**src/rtl/mac_pe_sequencer.sv**
```systemverilog
// Operand-side sequencer for a single MAC PE. It streams N operand pairs into the PE,
// reads back the accumulated dot product and returns it over a valid/ready result port.
module mac_pe_sequencer #(
    parameter int InputDataWidth  = 8,
    parameter int OutputDataWidth = InputDataWidth * 2,
    parameter int CountWidth      = 8
) (
    input  logic                       clk_i,
    input  logic                       rst_i,
    input  logic                       start_i,
    input  logic [CountWidth-1:0]      len_i,
    output logic                       busy_o,
    input  logic [InputDataWidth-1:0]  op_a_i,
    input  logic [InputDataWidth-1:0]  op_b_i,
    input  logic                       op_valid_i,
    output logic                       op_ready_o,
    output logic [InputDataWidth-1:0]  pe_a_o,
    output logic [InputDataWidth-1:0]  pe_b_o,
    output logic                       pe_a_valid_o,
    output logic                       pe_b_valid_o,
    output logic                       pe_acc_clr_o,
    input  logic [OutputDataWidth-1:0] pe_acc_i,
    output logic [OutputDataWidth-1:0] res_o,
    output logic                       res_valid_o,
    input  logic                       res_ready_i
);

    typedef enum logic [2:0] {
        IDLE    = 3'd0,
        STREAM  = 3'd1,
        DRAIN   = 3'd2,
        CAPTURE = 3'd3,
        RESULT  = 3'd4
    } state_t;

    state_t                  state_reg;
    logic [CountWidth-1:0]   len_reg;
    logic [CountWidth-1:0]   cnt_reg;
    logic                    settle_reg;
    logic                    beat;

    assign beat = op_valid_i && op_ready_o;

    always_ff @(posedge clk_i) begin
        if (rst_i) begin
            state_reg    <= IDLE;
            len_reg      <= '0;
            cnt_reg      <= '0;
            settle_reg   <= 1'b0;
            busy_o       <= 1'b0;
            op_ready_o   <= 1'b0;
            pe_a_o       <= '0;
            pe_b_o       <= '0;
            pe_a_valid_o <= 1'b0;
            pe_b_valid_o <= 1'b0;
            pe_acc_clr_o <= 1'b0;
            res_o        <= '0;
            res_valid_o  <= 1'b0;
        end else begin
            case (state_reg)
                IDLE: begin
                    if (start_i) begin
                        busy_o <= 1'b1;
                        if (len_i != '0) begin
                            len_reg    <= len_i;
                            cnt_reg    <= '0;
                            op_ready_o <= 1'b1;
                            state_reg  <= STREAM;
                        end else begin
                            // Empty job: answer zero without touching the PE.
                            res_o       <= '0;
                            res_valid_o <= 1'b1;
                            state_reg   <= RESULT;
                        end
                    end
                end
                STREAM: begin
                    if (beat) begin
                        pe_a_o       <= op_a_i;
                        pe_b_o       <= op_b_i;
                        pe_a_valid_o <= 1'b1;
                        pe_b_valid_o <= 1'b1;
                        pe_acc_clr_o <= (cnt_reg == '0);
                        cnt_reg      <= cnt_reg + CountWidth'(1);
                        if (cnt_reg == len_reg - CountWidth'(1)) begin
                            op_ready_o <= 1'b0;
                            state_reg  <= DRAIN;
                        end
                    end else begin
                        pe_a_valid_o <= 1'b0;
                        pe_b_valid_o <= 1'b0;
                        pe_acc_clr_o <= 1'b0;
                    end
                end
                DRAIN: begin
                    pe_a_valid_o <= 1'b0;
                    pe_b_valid_o <= 1'b0;
                    pe_acc_clr_o <= 1'b0;
                    settle_reg   <= 1'b0;
                    state_reg    <= CAPTURE;
                end
                CAPTURE: begin
                    // acc_o reflects the last pair one cycle after the PE samples it,
                    // so the capture waits a single settle cycle.
                    if (!settle_reg) begin
                        settle_reg <= 1'b1;
                    end else begin
                        res_o       <= pe_acc_i;
                        res_valid_o <= 1'b1;
                        state_reg   <= RESULT;
                    end
                end
                RESULT: begin
                    if (res_ready_i) begin
                        res_valid_o <= 1'b0;
                        busy_o      <= 1'b0;
                        state_reg   <= IDLE;
                    end
                end
                default: begin
                    state_reg <= IDLE;
                end
            endcase
        end
    end

endmodule

```
**config.mk**
```make
export PLATFORM = sky130hd
export DESIGN_NAME = mac_pe_sequencer
export DESIGN_NICKNAME = d
export VERILOG_FILES = /design/src/rtl/mac_pe_sequencer.sv
export SDC_FILE = /design/constraint.sdc
export NUM_CORES = 1
export LEC_CHECK = 0
export ABC_AREA = 1
export BUFFER_PORTS_ARGS = -buffer_cell sky130_fd_sc_hd__buf_4
export CAP_MARGIN = 10
export CORE_MARGIN = 3
export CORE_UTILIZATION = 35
export DETAILED_ROUTE_END_ITERATION = 8
export PLACE_DENSITY_LB_ADDON = 0.08
export REMOVE_ABC_BUFFERS = 1
export SYNTH_ARGS = -nofsm -noshare
export SYNTH_HDL_FRONTEND = slang
export SYNTH_SLANG_ARGS = --single-unit
```
**constraint.sdc**
```tcl
create_clock -name clk_i -period 1.6 [get_ports clk_i]
set_clock_uncertainty 0.2 [all_clocks]
set_input_delay 0.24 -clock clk_i [delete_from_list [all_inputs] [get_ports clk_i]]
set_output_delay 0.24 -clock clk_i [all_outputs]
set_load 0.005 [all_outputs]
```
# After elaboration in Yosys (flattened, before gate mapping)
# Cells that the tools add are included.
# W data, S select, Z words.
# classes
reduce_logical	18
add_sub_neg	2
div_mod_pow	0
n_shift	0
n_lt_le_gt_ge	0
eq_ne	12
n_bitwise	0
n_mux	32
multipliers	0
# op_table
op	count
$mux W16	3
$pmux W16 S2	1
$mux W8	3
$mux W3	6
$pmux W8 S2	1
$pmux W3 S5	1
$reduce_and A5 Y1	3
$ne A2 B2 Y1 const B	7
$mux W1	11
$pmux W1 S2	5
$reduce_bool A2 Y1	5
$add A8 B1 Y8 const B	1
$eq A8 B8 Y1	1
$logic_not A8 Y1	1
$reduce_and A4 Y1	2
$reduce_bool A8 Y1	1
$sub A8 B1 Y8 const B	1
$eq A3 B2 Y1 const B	2
$reduce_and A3 Y1	2
$eq A3 B1 Y1 const B	1
$eq A3 B3 Y1 const B	1
$logic_not A3 Y1	1
$pmux W1 S3	1
$reduce_bool A3 Y1	1
other kinds (2)	2
# word_totals
reg_bits	57
mem_count	0
word_cells	76
latchBits	0
mem_bits_rw	0
rom_bits	0
out_inout_bits	38

# Logic depth before layout (Yosys ltp)
# Gate-level depths: netlist (run 1).
# depth
ltp_word	5
mapped_depth	14
depth_no_buf	14

# Worst setup path before layout (run 1)
# No wires, ideal clock.
# synth_timing
path_kind	flip-flop to flip-flop
from	register len_reg[0]
to	register state_reg[1]
n_path_buf	0
t_arrival_ps	1384
synth_period_minus_slack_ps	1699
stages_incl_launch_ff	15
setup_ps	115
setup_slack_ps	-99
cell_sequence	dfxtp_1 -> inv_1 -> ha_1 -> inv_1 -> nand2_1 -> nand2_1 -> nand2_1 -> nor2_1 -> nand3_1 -> nor2_1 -> nand2_1 -> nand2_1 -> nand3_1 -> nand2_1 -> nor2_1
# synth_between
elab_chain_cells	4
# synth_rtl
item	line_no	source
from (decl)	37	logic [CountWidth-1:0] len_reg;
from (signal assigned)	65	len_reg <= len_i;
$sub A8 B1 Y8	85	if (cnt_reg == len_reg - CountWidth'(1)) begin
$eq A8 B8 Y1	85	
$ne A2 B2 Y1 (no source line)	--	
$reduce_and A5 Y1 (no source line)	--	
to (signal assigned)	87	state_reg <= DRAIN;
to (signal assigned)	100	state_reg <= CAPTURE;
to (signal assigned)	110	state_reg <= RESULT;
to (decl)	36	state_t state_reg;
# Every way passes these cells.
# A chain may end at the register's enable or synchronous reset.

# Worst setup path in the final report (run 1)
# layout_timing
from	register state_reg[2]
to	register state_reg[1]
# layout_between
elab_chain_cells	3
word_cells_on_any_way	12
classes_between	eq/ne (9); mux (1); reduce/logical (2)
# layout_rtl
item	line_no	source
from (signal assigned)	46	state_reg <= IDLE;
from (signal assigned)	68	state_reg <= STREAM;
from (signal assigned)	73	state_reg <= RESULT;
$eq A3 B2 Y1, or another cell as far along	60	case (state_reg)
$ne A2 B2 Y1 (no source line)	--	
$reduce_and A5 Y1 (no source line)	--	
# Parallel ways exist; a longest one is shown, timed or not.

==> results_dict.tcl, run 1 <==
set metrics [dict create \
    ys_warn_count 0 \
    globalplace.congestion 0.844 \
    die_h_um 91.5 \
    diodes 0 \
    r2r_start "state_reg[2]$_SDFFE_PP0P_" \
    io_buffers 82 \
    first_pass_iters 4 \
    synth-main-ff-cell "dfxtp_1" \
    grt_antenna_before_repair 0 \
    drt-total-wl_mm 8.15 \
    setup_violations 47 \
    multi_input_area_um2 1640 \
    grt_max_degree 27 \
    required_ns 1.62 \
    vias 2862 \
    fill_cells 571 \
    syn_to_final_growth_pct 81.0 \
    violations "negative hold slack, negative setup slack" \
    die_w_um 91.5 \
    cts_tree "done" \
    relSlewSlack_pct 73.0 \
    insertion_delay_ns 0.33 \
    route.detailed.drc 0 \
    grt_setup_unrepaired "true" \
    grt_pass1_vias 2622 \
    htree_levels 3 \
    synth_edf_count 0 \
    cp-start-kind "flop" \
    layout-drive-gt1-share_pct 47.5 \
    fmax_mhz 549 \
    outcome "complete, but fails checks" \
    crit_fanout 4 \
    leakage_uw 0.00200 \
    netlist_area_um2 2560 \
    largest_reg_flops 16 \
    antenna_left 0 \
    nets 558 \
    end_kind "flop" \
    arrival_ns 1.84 \
    ys_ff_latch 57 \
    clk_pin_slew_ns 0.07 \
    syn-instance-count 348 \
    cts-buffers-inserted 9 \
    hp-class "input port to flop" \
    synth_common_cells "nand2_1, dfxtp_1, nor2_1, a21oi_1, inv_1" \
    final_core_util_pct 66.7 \
    crit_type "flop to flop" \
    initialDrtViolationCount 101 \
    syn_avg_cell_area_um2 7.36 \
    yosysSeqAreaShare_pct 44.6 \
    core_area_um2 6940 \
    vias_per_cell 4.69 \
    place_hpwl_mm 4.92 \
    async_reset_ff_share_pct 0 \
    clk_root_buffer_cell "clkbuf_8" \
    wire_per_inst_um 13.4 \
    grt.total_usage_pct 17.4 \
    slew_viol_final 0 \
    start_util_pct 36.9 \
    largest-register "res_o" \
    cp-startpoint "state_reg[2]$_SDFFE_PP0P_" \
    yosysMostFrequentCell "nand2_1" \
    cts.path.max_buffers 2 \
    fin_crit_sh_pct 114 \
    dieArea_um2 8380 \
    hold_ws_ns -0.00469 \
    yosys.area.top_type "dfxtp_1" \
    regArea_um2 1150 \
    hold_viol 1 \
    grt_pass1_wl_mm 11.9 \
    worst_pin_slew_ns 0.404 \
    hold_start "len_i[1]" \
    overflow 0 \
    io-pin-count 83 \
    peakVddDrop_mv 0.700 \
    setup_slack_ns -0.220 \
    synth_top_area_share_pct 44.6 \
    maxCapViolCount 0 \
    clock-sinks 57 \
    power_density_nw_per_um2 1160 \
    rows 30 \
    finalCriticalPeriod_ns 1.82 \
    yosysUniqueCellTypes 36 \
    synth_area_leaders "dfxtp_1, nand2_1, nor2_1" \
]
-- cells by family after synthesis --
kind of cell	after synthesis	share of synthesized area (%)
buffers and inverters	50	8.41
DFF	57	44.6
and+or+nand+nor	163	28.2
AOI/OAI and AO/OA	73	16.7
adders and majority gates	3	1.47
xor gates and xnor gates	2	0.684
-- power breakdown --
group,internal (uW),switching [uW],total (uW)
registers,1590,151,1740
clock network,702,603,1300
logic,1070,1250,2320
-- final cells by class --
type                    instances  share of cell area, %
clock buffers                   9                   2.67
multi-input cells             243                   35.4
well taps                      96                   2.59
repair inverters                1                  0.162
repair buffers                159                   29.6
clock inverters                 6                   1.30
flip-flops and latches         57                   24.8
inverters                      39                   3.46
-- what timing repair did --
action                                  in CTS  in global routing
endpoints found under the setup margin      40                 52
pin swaps                                    7                 34
setup buffers                                1                  7
cloned                                       0                  4
hold endpoints to repair                    36                  3
hold buffers                                37                  3
resized for setup                           18                118
-- worst max-delay path, stage by stage (launching register included) --
cell and delay, ns:
dfxtp_1 0.34, inv_2 0.06, buf_4 0.13, nand2_2 0.12, nor2_4 0.06, nand2_2 0.17, nand3_1 0.14, nor2_1 0.27
nand3_2 0.12, nand2_1 0.07, nor2_1 0.04
-- worst paths after layout --
kind | end | slack, ns | depth (start not counted)
min reg2reg | busy_o$_SDFFE_PP0P_ | 0.26 | 2
min | len_reg[1]$_SDFFE_PP0P_ | -0.005 | 3
max reg2reg | state_reg[1]$_SDFFE_PP0P_ | -0.22 | 10
max | state_reg[1]$_SDFFE_PP0P_ | -0.22 | 10
-- per-layer routing --
metal	track usage, %	vias up	part of all wire, %
met4	5.78	0	1.7
met5	0	-	0
met2	30.3	60	53
met3	4.14	16	4.0
li1	-	1454	-
met1	20.7	1332	42
-- per-stage QoR --
step	TNS (ns)	instances	cell area (um^2)	setup WS [ns]	power, uW
after floorplan	-0.390	337	2490	-0.0980	2650
after global placement	-3.39	544	3470	-0.133	3310
after detailed placement	-3.82	544	3470	-0.182	3320
after CTS	-1.69	597	4090	-0.119	4770
after global routing	-8.47	610	4630	-0.332	5730
final	-4.20	610	4630	-0.220	5370
-- placed cells by master, fill, tap and decap left out, types with 12 or more instances in the layout --
cell | netlist | routed
dlygate4sd3_1 | 0 | 40
dfxtp_1 | 57 | 53
nor2_1 | 49 | 45
buf_4 | 1 | 106
nand2_1 | 84 | 60
a22oi_2 | 1 | 15
a21oi_2 | 1 | 21
nand2_4 | 1 | 14
a21oi_1 | 36 | 16
inv_1 | 33 | 26
nand2_2 | 3 | 12
(Power assumes the default switching activity.)
==> run 2, diff against run 1 <==
--- a/config.mk
+++ b/config.mk
@@ -13,6 +13,7 @@
 export DETAILED_ROUTE_END_ITERATION = 8
 export PLACE_DENSITY_LB_ADDON = 0.08
 export REMOVE_ABC_BUFFERS = 1
+export SKIP_LAST_GASP = 1
 export SYNTH_ARGS = -nofsm -noshare
 export SYNTH_HDL_FRONTEND = slang
 export SYNTH_SLANG_ARGS = --single-unit
==> run 2 against run 1 <==
Critical path type unchanged. Die area is the same. The run still ends with negative hold slack, negative setup slack left. First-iteration DRC count is 13% lower. Routed wire length decreased by 4.9%. Final cell count fell by 0.33%. Maximum frequency is 2.4% higher. Critical path depth down 1. Non-clock buffer count is the same. Hold slack worse by 0.0042 ns. Highest routed layer unchanged. Clock-buffer cell count stayed put.
==> results_dict.tcl, run 2 (synthesis gave the netlist of run 1 again) <==
set metrics [dict create \
    insertion_delay_ns 0.33 \
    critPathMaxStageDelay_ns 0.33 \
    power_uw 5200 \
    arrival_ns 1.81 \
    layout-drive-gt1-share_pct 44.1 \
    first_pass_iters 4 \
    wire_per_inst_um 12.8 \
    hold_start "len_i[1]" \
    htree_levels 3 \
    met3_usage_pct 4.47 \
    grt.total_usage_pct 17.2 \
    grt_max_degree 27 \
    finalCriticalPeriod_ns 1.78 \
    grt_setup_unrepaired "true" \
    syn_to_final_growth_pct 75.6 \
    use_met1_pct 20.2 \
    peakVddDrop_mv 0.625 \
    hp-class "input port to flop" \
    die_h_um 91.5 \
    final_core_util_pct 64.7 \
    rows 30 \
    relSlewSlack_pct 75.1 \
    whs_endpoint "len_reg[1]$_SDFFE_PP0P_" \
    hold_ws_ns -0.00891 \
    r2r_start "state_reg[1]$_SDFFE_PP0P_" \
    whs_path_depth 3 \
    outcome "complete, but fails checks" \
    start_util_pct 36.9 \
    clock-sinks 57 \
    place_hpwl_mm 4.92 \
    use_met2_pct 30.0 \
    vias 2828 \
    reg2reg_slack_ns -0.18 \
    leakage_uw 0.00198 \
    slew_viol_final 0 \
    grt_pass1_wl_mm 11.7 \
    setup_tns_ns -3.60 \
    rr_worst_depth 9 \
    setup_slack_ns -0.177 \
    globalplace.congestion 0.844 \
    clk_pin_slew_ns 0.07 \
    rr_endpoint "res_valid_o$_SDFFE_PP0P_" \
    worst_pin_slew_ns 0.373 \
    crit_fanout 9 \
    place_ws_ns -0.182 \
    route.detailed.drc 0 \
    core_area_um2 6940 \
    cp-startpoint "state_reg[1]$_SDFFE_PP0P_" \
    largest_reg_flops 16 \
    crit_type "flop to flop" \
    cts-buffers-inserted 9 \
    antenna_left 0 \
    mostFrequentLayoutCell "buf_4" \
    end_kind "flop" \
    initialDrtViolationCount 88 \
    vias_per_cell 4.65 \
    fmax_mhz 563 \
    cp_slowest_cell "dfxtp_2" \
    cts.path.max_buffers 2 \
    grt_antenna_before_repair 0 \
    power_density_nw_per_um2 1160 \
    hold_viol 2 \
    fin_crit_sh_pct 111 \
    cts_tree "done" \
    maxCapViolCount 0 \
    worstPathCellList "inv_2 -> nand2_4 -> nor2_4 -> inv_2 -> or2_4 -> buf_4 -> nand3_4 -> buf_4 -> a21oi_1" \
    setup_violations 34 \
    overflow 0 \
    diodes 0 \
    io_buffers 82 \
    final_cell_mix "buf_4, nand2_1, dfxtp_1" \
    die_w_um 91.5 \
    top_usage_layer "met2" \
    io-pin-count 83 \
    cp-start-kind "flop" \
    nets 556 \
    clk_root_buffer_cell "clkbuf_8" \
    largest-register "res_o" \
    crit_buf_inv 4 \
    drt-total-wl_mm 7.75 \
    violations "negative hold slack, negative setup slack" \
    required_ns 1.63 \
    crit_family "simple AND/OR/NAND/NOR gates" \
    grt_pass1_vias 2617 \
    dieArea_um2 8380 \
]
run 2: cell count changes in the layout (fill, tap and decap cells not counted), moves of 4 or more:
cell and change:
nand2_1 +4, a22oi_2 -6, a22oi_1 +6, buf_4 +4
run 2: what timing repair did:
action,4_1_cts,5_1_grt
gates cloned,0,2
gates resized for setup,11,99
setup buffers,1,7
setup endpoints to repair,40,52
hold endpoints to repair,36,2
hold buffers,37,2
pin swaps,7,30
run 2: layer usage:
metal,vias to the layer above,wire [um]
met5,-,0
met4,0,139
met3,14,322
met2,54,4000
met1,1309,3290
li1,1451,-
run 2: worst max path at each step:
stage,endpoint,cells after the start,slack [ns]
after detailed placement,state_reg[1]$_SDFFE_PP0P_,14,-0.18
after global routing,state_reg[0]$_SDFFE_PP0P_,13,-0.30
final,res_valid_o$_SDFFE_PP0P_,9,-0.18
after CTS,state_reg[1]$_SDFFE_PP0P_,9,-0.12
after global placement,res_o[1]$_SDFFE_PP0P_,9,-0.13
after floorplan,state_reg[1]$_SDFFE_PP0P_,14,-0.1
run 2: worst reg2reg max path: cells and delay by family (launching register included):
kind	cells	cell delay [ns]
and+or+nand+nor	4	0.66
buffers and inverters	4	0.44
DFF	1	0.33
AOI/OAI and AO/OA	1	0.05
run 2: report_power, final:
part / switching [uW] / total, uW / internal, uW
sequential: 143 / 1730 / 1590
clock: 608 / 1310 / 701
combinational: 1150 / 2160 / 1020
total: 1900 / 5200 / 3310
run 2: through the flow:
step	cell area (um^2)	hold slack (ns)	instances
finish	4490	-0.00891	608
CTS	4060	0.000176	597
detailed placement	3470	0.245	544
global placement	3470	0.239	544
global route	4490	0.00541	608
floorplan	2490	0.109	337
run 2: cell type report:
type,instances,area [um^2]
well taps,96,120
clock inverters,6,60.1
clock buffers,9,124
repair buffers,159,1360
inverters,39,155
flip-flops and latches,57,1150
multi-input cells,242,1530
fillers,595,2450
